<file path="config.mk">
export PLATFORM = sky130hd
export DESIGN_NAME = uart_rx
export DESIGN_NICKNAME = d
export VERILOG_FILES = /design/src/rtl/uart_pkg.sv /design/src/rtl/uart_sync.sv /design/src/rtl/uart_rx.sv
export SDC_FILE = /design/constraint.sdc
export NUM_CORES = 1
export LEC_CHECK = 0
export CAP_MARGIN = 20
export CORE_MARGIN = 3
export CORE_UTILIZATION = 55
export CTS_BUF_LIST = sky130_fd_sc_hd__clkbuf_4 sky130_fd_sc_hd__clkbuf_8
export CTS_CLUSTER_SIZE = 28
export DETAILED_ROUTE_END_ITERATION = 8
export PLACE_DENSITY_LB_ADDON = 0.15
export SLEW_MARGIN = 20
export SYNTH_ARGS = -nofsm -noshare
export SYNTH_HDL_FRONTEND = slang
export SYNTH_SLANG_ARGS = --single-unit
</file>
<file path="constraint.sdc">
create_clock -name sysclk -period 2.64 [get_ports sysclk]
set_clock_uncertainty 0.05 [all_clocks]
set_input_delay 0.528 -clock sysclk [delete_from_list [all_inputs] [get_ports sysclk]]
set_output_delay 0.528 -clock sysclk [all_outputs]
set_load 0.005 [all_outputs]
</file>
<file path="src/rtl/uart_pkg.sv">
// Shared definitions for the UART receive path: FSM states and 8N1 frame constants.
package uart_pkg;

  typedef enum logic [2:0] {
    IDLE,
    START,
    DATA,
    STOP,
    WAIT_HIGH
  } rx_state_t;

  // 12 MHz sysclk / 9600 baud
  localparam int unsigned DEFAULT_CLKS_PER_BIT = 1250;

  // 8N1: eight data bits, no parity, one stop bit
  localparam int unsigned DATA_BITS = 8;
  localparam int unsigned IDX_W     = $clog2(DATA_BITS);

endpackage

</file>
<file path="src/rtl/uart_sync.sv">
// Two-flop synchronizer for an asynchronous single-bit input, with a
// parameterized reset value so an idle-high line does not look like a start bit.
module uart_sync #(
  parameter logic RESET_VAL = 1'b1
) (
  input  logic sysclk,
  input  logic rst,
  input  logic d,
  output logic q
);

  logic meta;

  always_ff @(posedge sysclk or posedge rst) begin
    if (rst) begin
      meta <= RESET_VAL;
      q    <= RESET_VAL;
    end else begin
      meta <= d;
      q    <= meta;
    end
  end

endmodule

</file>
<file path="src/rtl/uart_rx.sv">
// 8N1 UART receiver with mid-bit sampling, single-entry holding register
// (valid/ready handshake), frame-error and overrun pulses.
module uart_rx
  import uart_pkg::*;
#(
  parameter int unsigned CLKS_PER_BIT = DEFAULT_CLKS_PER_BIT
) (
  input  logic                 sysclk,
  input  logic                 rst,
  input  logic                 uart_txd_in,
  output logic [DATA_BITS-1:0] rx_data,
  output logic                 rx_valid,
  input  logic                 rx_ready,
  output logic                 frame_err,
  output logic                 overrun
);

  localparam int unsigned      CNT_W    = $clog2(CLKS_PER_BIT);
  localparam logic [CNT_W-1:0] BIT_END  = CNT_W'(CLKS_PER_BIT - 1);
  localparam logic [CNT_W-1:0] HALF_END = CNT_W'(CLKS_PER_BIT / 2 - 1);
  localparam logic [IDX_W-1:0] LAST_IDX = IDX_W'(DATA_BITS - 1);

  logic                 rx_sync;
  rx_state_t            state;
  logic [CNT_W-1:0]     cnt;
  logic [IDX_W-1:0]     idx;
  logic [DATA_BITS-1:0] shreg;

  uart_sync #(
    .RESET_VAL(1'b1)
  ) u_sync (
    .sysclk(sysclk),
    .rst   (rst),
    .d     (uart_txd_in),
    .q     (rx_sync)
  );

  always_ff @(posedge sysclk or posedge rst) begin
    if (rst) begin
      state     <= IDLE;
      cnt       <= '0;
      idx       <= '0;
      shreg     <= '0;
      rx_data   <= '0;
      rx_valid  <= 1'b0;
      frame_err <= 1'b0;
      overrun   <= 1'b0;
    end else begin
      frame_err <= 1'b0;
      overrun   <= 1'b0;

      // A consumed byte clears valid here; a delivery later in this block
      // overrides the clear so transfer-and-load keeps valid high.
      if (rx_valid && rx_ready) begin
        rx_valid <= 1'b0;
      end

      case (state)
        IDLE: begin
          if (!rx_sync) begin
            state <= START;
            cnt   <= '0;
          end
        end

        START: begin
          if (cnt == HALF_END) begin
            cnt   <= '0;
            idx   <= '0;
            state <= rx_sync ? IDLE : DATA;
          end else begin
            cnt <= cnt + 1'b1;
          end
        end

        DATA: begin
          if (cnt == BIT_END) begin
            cnt        <= '0;
            shreg[idx] <= rx_sync;
            if (idx == LAST_IDX) begin
              state <= STOP;
            end else begin
              idx <= idx + 1'b1;
            end
          end else begin
            cnt <= cnt + 1'b1;
          end
        end

        STOP: begin
          if (cnt == BIT_END) begin
            cnt <= '0;
            if (rx_sync) begin
              state <= IDLE;
              if (!rx_valid || rx_ready) begin
                rx_data  <= shreg;
                rx_valid <= 1'b1;
              end else begin
                overrun <= 1'b1;
              end
            end else begin
              frame_err <= 1'b1;
              state     <= WAIT_HIGH;
            end
          end else begin
            cnt <= cnt + 1'b1;
          end
        end

        WAIT_HIGH: begin
          if (rx_sync) begin
            state <= IDLE;
          end
        end

        default: state <= IDLE;
      endcase
    end
  end

endmodule
</file>
# Word level (Yosys, flattened, before mapping)
# Index checks and enable logic that the tools add are counted.
dict set report totals {
  regBits 38
  inputBits 4
  word_cells 73
  output_inout_bits 11
}
dict set report op_classes {
  magnitude_cmp 2
  add_sub_neg 2
  reduce_logical 13
  n_eq_ne 14
  n_mux 32
}
# operator n
set op_table {}
lappend op_table {{2-to-1 mux 11 bit} 3}
lappend op_table {{one-hot mux 11 bit (3 select lines)} 1}
lappend op_table {{2-to-1 mux 3 bit} 10}
lappend op_table {{one-hot mux 3 bit (5 select lines)} 1}
lappend op_table {{2-to-1 mux 1 bit} 13}
lappend op_table {{inequality test 2 bit (second input constant)} 6}
lappend op_table {{adder 11 x 1 -> 11 bit (second input constant)} 1}
lappend op_table {{== test 11 x 10 -> 1 bit (second input constant)} 1}
lappend op_table {{== test 11 bit (second input constant)} 1}
lappend op_table {{bitwise mux 8 bit} 1}
lappend op_table {{AND reduction 4 bit} 2}
lappend op_table {{== test 3 x 2 -> 1 bit (second input constant)} 2}
lappend op_table {{== test 3 bit (second input constant)} 2}
lappend op_table {{one-hot mux 3 bit (2 select lines)} 1}
lappend op_table {{AND reduction 6 bit} 1}
lappend op_table {{less-than comparator 3 x 4 -> 1 bit (second input constant)} 1}
lappend op_table {{AND reduction 2 bit} 2}
lappend op_table {{adder 3 x 1 -> 3 bit (second input constant)} 1}
lappend op_table {{demux 1 bit (select 3 bit)} 1}
lappend op_table {{== test 3 x 1 -> 1 bit (second input constant)} 1}
lappend op_table {{>= comparator 3 x 1 -> 1 bit (second input constant)} 1}
lappend op_table {{zero test 3 bit} 1}
lappend op_table {{nonzero test 3 bit} 1}
lappend op_table {{logical AND 1 bit} 2}
lappend op_table {{6 further kinds} 6}

# Depth between registers and ports, before layout
dict set report depth {
  depth_word 6
  ltp_mapped 6
  ltp_nobuf 6
}

# Cells and area by module
# A second synthesis with hierarchy kept.
dict set report hier_totals {
  cells_unflattened 181
  area_unflattened_um2 1966.9
}
# module cells_each area_each_um2 seq_area_each_um2 instances
set by_module_without_submodules {}
lappend by_module_without_submodules {uart_rx 178 1910.6 900.9 1}
lappend by_module_without_submodules {uart_sync 3 56.3 52.6 1}

# Least setup slack after synthesis
# No wires, ideal clock.
dict set report synth_timing {
  kind {register -> register}
  start {register cnt[2]}
  end {register shreg[3]}
  setup_ps 127
  setup_slack_ps 708
  period_less_slack_ps 1932
  n_path_buf 1
  required_ps 2463
  stages_incl_launch_ff 6
  arrival_time_ps 1755
  cell_sequence {dfrtp_1 > buf_2 > nor3_4 > nand4_4 > or4_1 > mux2_1}
}
dict set report synth_via {
  elab_chain_len 2
}
# element line
set synth_rtl {}
lappend synth_rtl {{from (decl)} uart_rx.sv:25} ;# logic [CNT_W-1:0] cnt;
lappend synth_rtl {{from (signal assigned)} uart_rx.sv:72} ;# cnt <= cnt + 1'b1;
lappend synth_rtl {{from (signal assigned)} uart_rx.sv:86} ;# cnt <= cnt + 1'b1;
lappend synth_rtl {{from (signal assigned)} uart_rx.sv:106} ;# cnt <= cnt + 1'b1;
lappend synth_rtl {{== test 11 bit} uart_rx.sv:77} ;# if (cnt == BIT_END) begin
lappend synth_rtl {{AND reduction 2 bit (no line)} n/a}
lappend synth_rtl {{to (signal, indexed assignment)} uart_rx.sv:79} ;# shreg[idx] <= rx_sync;
lappend synth_rtl {{to (decl)} uart_rx.sv:27} ;# logic [DATA_BITS-1:0] shreg;
# Every way passes these cells.
# A chain may end at the register's enable or synchronous reset.

# Final worst setup path
dict set report layout_timing {
  start {register cnt[0]}
  end {register cnt[6]}
}
dict set report layout_via {
  elab_chain_len 3
  elab_cells_between_ends 6
  classes_between {add/sub (1); eq/ne (2); mux (3)}
}
# element line
set layout_rtl {}
lappend layout_rtl {{adder 11 x 1 -> 11 bit, or another cell as far along} {uart_rx.sv:72, uart_rx.sv:86, uart_rx.sv:106}}
lappend layout_rtl {{2-to-1 mux 11 bit, on equally long branches} {uart_rx.sv:77, uart_rx.sv:91, uart_rx.sv:67}}
lappend layout_rtl {{one-hot mux 11 bit (3 select lines) *} uart_rx.sv:58} ;# case (state)
# Every way passes the cells marked *; elsewhere a longest branch is shown, timed or not.

==> run metrics <==
max_slew headroom a little over two fifths; 1st-iter DRT viols 118; post-CTS resize count 0; synthesis-to-layout area growth 11.97%; post-synthesis mux area share under 10%; RSZ-0062 raised after global routing false; die width around 66 µm; switching share of power between 20% and 30%; CTS Sinks 38; clock slew at reported path FFs 100 ps; initial antenna violation count 0; sequential area share after synthesis approximately 48%; die area around 4400 µm²; Synth Area in XOR/XNOR 0%; LEAKAGE around 0.95 nW; Hold Crit Class register to register; Pint approximately 0.7 mW; GR Util All Layers 21.11%; placed cell count 244; Max-Cap Viols 0; adder-cell share of the synthesized area under 10%; residual DRC count 0; fmax 442.1 MHz; WL final 3.926 mm; combinational fraction of design power 2.1%; CTS max path bufs 2; CTS tree built; WS Path Type register to register; endpoints failing setup 0; Clock Latency Late Sink ~350 ps; Synth Area in Compound Gates between 10 and 15%; Port-buffer cells 14; grt ovf 0; Distinct cells, synth 48; post-synthesis simple-gate area fraction 24.81%; Max H-tree Level 2; Mean Syn Cell Area ~10 µm²; Post-CTS Hold Buffers 0; post-synthesis cell count around 190; crit path DAT around 2500 ps; final count of hold timing violations 0; Top FF cell, synth dfrtp_1; share of layout cells above drive strength 1 17.96%; asr flop ratio synth 100.0%; first-pass GRT wire length ~7 mm; vias in the first global route between 1500 and 2000; Non-Filler Instances 252; layout net count about 210; Setup TNS Final 0 ps; main combinational cell family by area after synthesis simple AND/OR/NAND/NOR gates; n_diodes 0; critical path launch point type register; largest net degree at the start of global routing 26; Via density around 6; IO Pins 15; Mapped Nets about 200; critical path peak fanout 10; CTS Buf Count 5; first drt pass iteration count 4; critical path capture point type register; postcts setup bufs 0; status finished clean; mean routed wirelength per cell 15.58 µm; Post-Syn Area about 2000 µm²; Clock Tree Root clkbuf_4; most common cell after layout, fill and taps aside dfrtp_1; row count 21; sequential fraction of design power around 64%; Yosys reg bits 38; FF+latch area ~950 µm²; critical path required time approximately 2800 ps; synth warn 0; P_sw roughly 0.20 mW; EDFF count, synth 0; routed via count ~1600; Clk pwr share between 30 and 40%; most frequent cells in the layout dfrtp_1 (36), nand2_1 (22), mux2_2 (15); RePlAce Congestion between 0.9 and 1; area of the multi-input gates about 980 µm²; worst-margin pin slew approximately 870 ps; post-route antenna net violation count 0; Die Span Y 66.41 µm; Core ar. 3416 µm²; Filler Cell Count 279; Tmin final 2262 ps; worst ir drop on vdd between 0.3 and 0.4 mV; Final Cycle Share 85.68%; fin. max-slew vios 0; DP Wirelength roughly 2.9 mm; initial core utilization between 50% and 60%; power density cells approximately 410 nW/µm²
==> worst paths after layout <==
kind,start,end,slack [ps],cells past startpoint
max,cnt[0]$_DFFE_PP0P_,cnt[6]$_DFFE_PP0P_,380,5
min,u_sync.meta$_DFF_PP1_,u_sync.q$_DFF_PP1_,310,0
max reg2reg,cnt[0]$_DFFE_PP0P_,cnt[6]$_DFFE_PP0P_,380,5
min reg2reg,u_sync.meta$_DFF_PP1_,u_sync.q$_DFF_PP1_,310,0
max in group asynchronous,rst,state[1]$_DFFE_PP0P_,1530,3
min in group asynchronous,rst,cnt[2]$_DFFE_PP0P_,480,2
==> cells by family after synthesis <==
family,count (synthesis)
adder cells (fa/ha/maj),5
flip-flops,38
buffers and inverters,18
AO/OA/AOI/OAI,32
AND/OR/NAND/NOR,81
multiplexers,18
==> state kept, by name, indices dropped and copies added, names as in the netlist <==
register and count:
rx_data 8, cnt 11, u_sync.meta 1, u_sync.q 1
idx 3, overrun 1, frame_err 1, rx_valid 1
state 3, shreg 8
==> through the flow <==
| stage | utilization [%] | area, µm² | hold slack [ps] | power (mW) | setup WS (ps) |
|---|---|---|---|---|---|
| final | 65.79 | 2247 | 313.5 | 0.9191 | 378.2 |
| after global routing | 65.79 | 2247 | 322.5 | 0.9571 | 146.5 |
| after CTS | 65.79 | 2247 | 315.3 | 0.9277 | 419.5 |
| after detailed placement | 64.03 | 2187 | 299.4 | 0.6197 | 456.7 |
| after global placement | 64.03 | 2187 | 297.7 | 0.6186 | 519.7 |
| after floorplan | - | 2007 | 295.2 | 0.6071 | 708.1 |
==> final cells by class <==
| type | count | share of cell area (%) |
|---|---|---|
| clock buffers | 7 | 2.339 |
| clock inverters | 1 | 0.3341 |
| inverters | 8 | 1.336 |
| multi-input cells | 136 | 43.54 |
| flip-flops and latches | 38 | 42.43 |
| well taps | 46 | 2.561 |
| repair buffers | 16 | 7.461 |
==> synth_stat cells, types with 2 or more instances <==
library cell / n / area share [%]
mux2_2: 15 / 8.4
nor4_1: 6 / 1.9
and3_1: 2 / 0.62
or4_1: 2 / 0.75
buf_2: 6 / 1.5
nand2_1: 22 / 4.1
nor3_1: 5 / 1.2
o21ai_0: 10 / 2.5
clkbuf_1: 3 / 0.56
a32oi_1: 2 / 0.87
ha_1: 5 / 3.1
and2_1: 2 / 0.62
nand2b_1: 3 / 0.94
nor2b_1: 2 / 0.62
o211ai_1: 7 / 2.6
a31oi_1: 2 / 0.62
or3_1: 2 / 0.62
nor2_1: 6 / 1.1
nand4_1: 6 / 1.9
inv_1: 8 / 1.5
nand3_1: 7 / 1.7
nor3_4: 2 / 1.6
a21oi_1: 3 / 0.75
mux2i_1: 2 / 1.0
nand3b_1: 2 / 0.75
nor3b_1: 2 / 0.75
dfstp_2: 2 / 2.6
dfrtp_1: 36 / 45
==> critical path, cell delays in order (launching register included) <==
cell and delay (ps):
dfrtp_1 460, ha_1 220, and4bb_2 290, a31oi_1 650, nor2_2 200, o311ai_1 310
==> power groups by stage <==
| stage | clock, mW | combinational, mW | sequential, mW |
|---|---|---|---|
| after detailed placement | 0 | 0.0204 | 0.599 |
| after global placement | 0 | 0.0194 | 0.599 |
| final | 0.312 | 0.0192 | 0.588 |
| after global routing | 0.347 | 0.0217 | 0.589 |
| after CTS | 0.319 | 0.0202 | 0.588 |
| after floorplan | 0 | 0.0104 | 0.597 |
==> per-layer routing <==
metal	track usage [%]	routed length, µm	vias to the layer above
li1	-	-	728
met2	32.59	1877	48
met1	27.92	1760	763
met3	5.272	194	11
met4	9.391	93	0
met5	0	0	-
No activity file was read; power rests on OpenSTA's default activity.
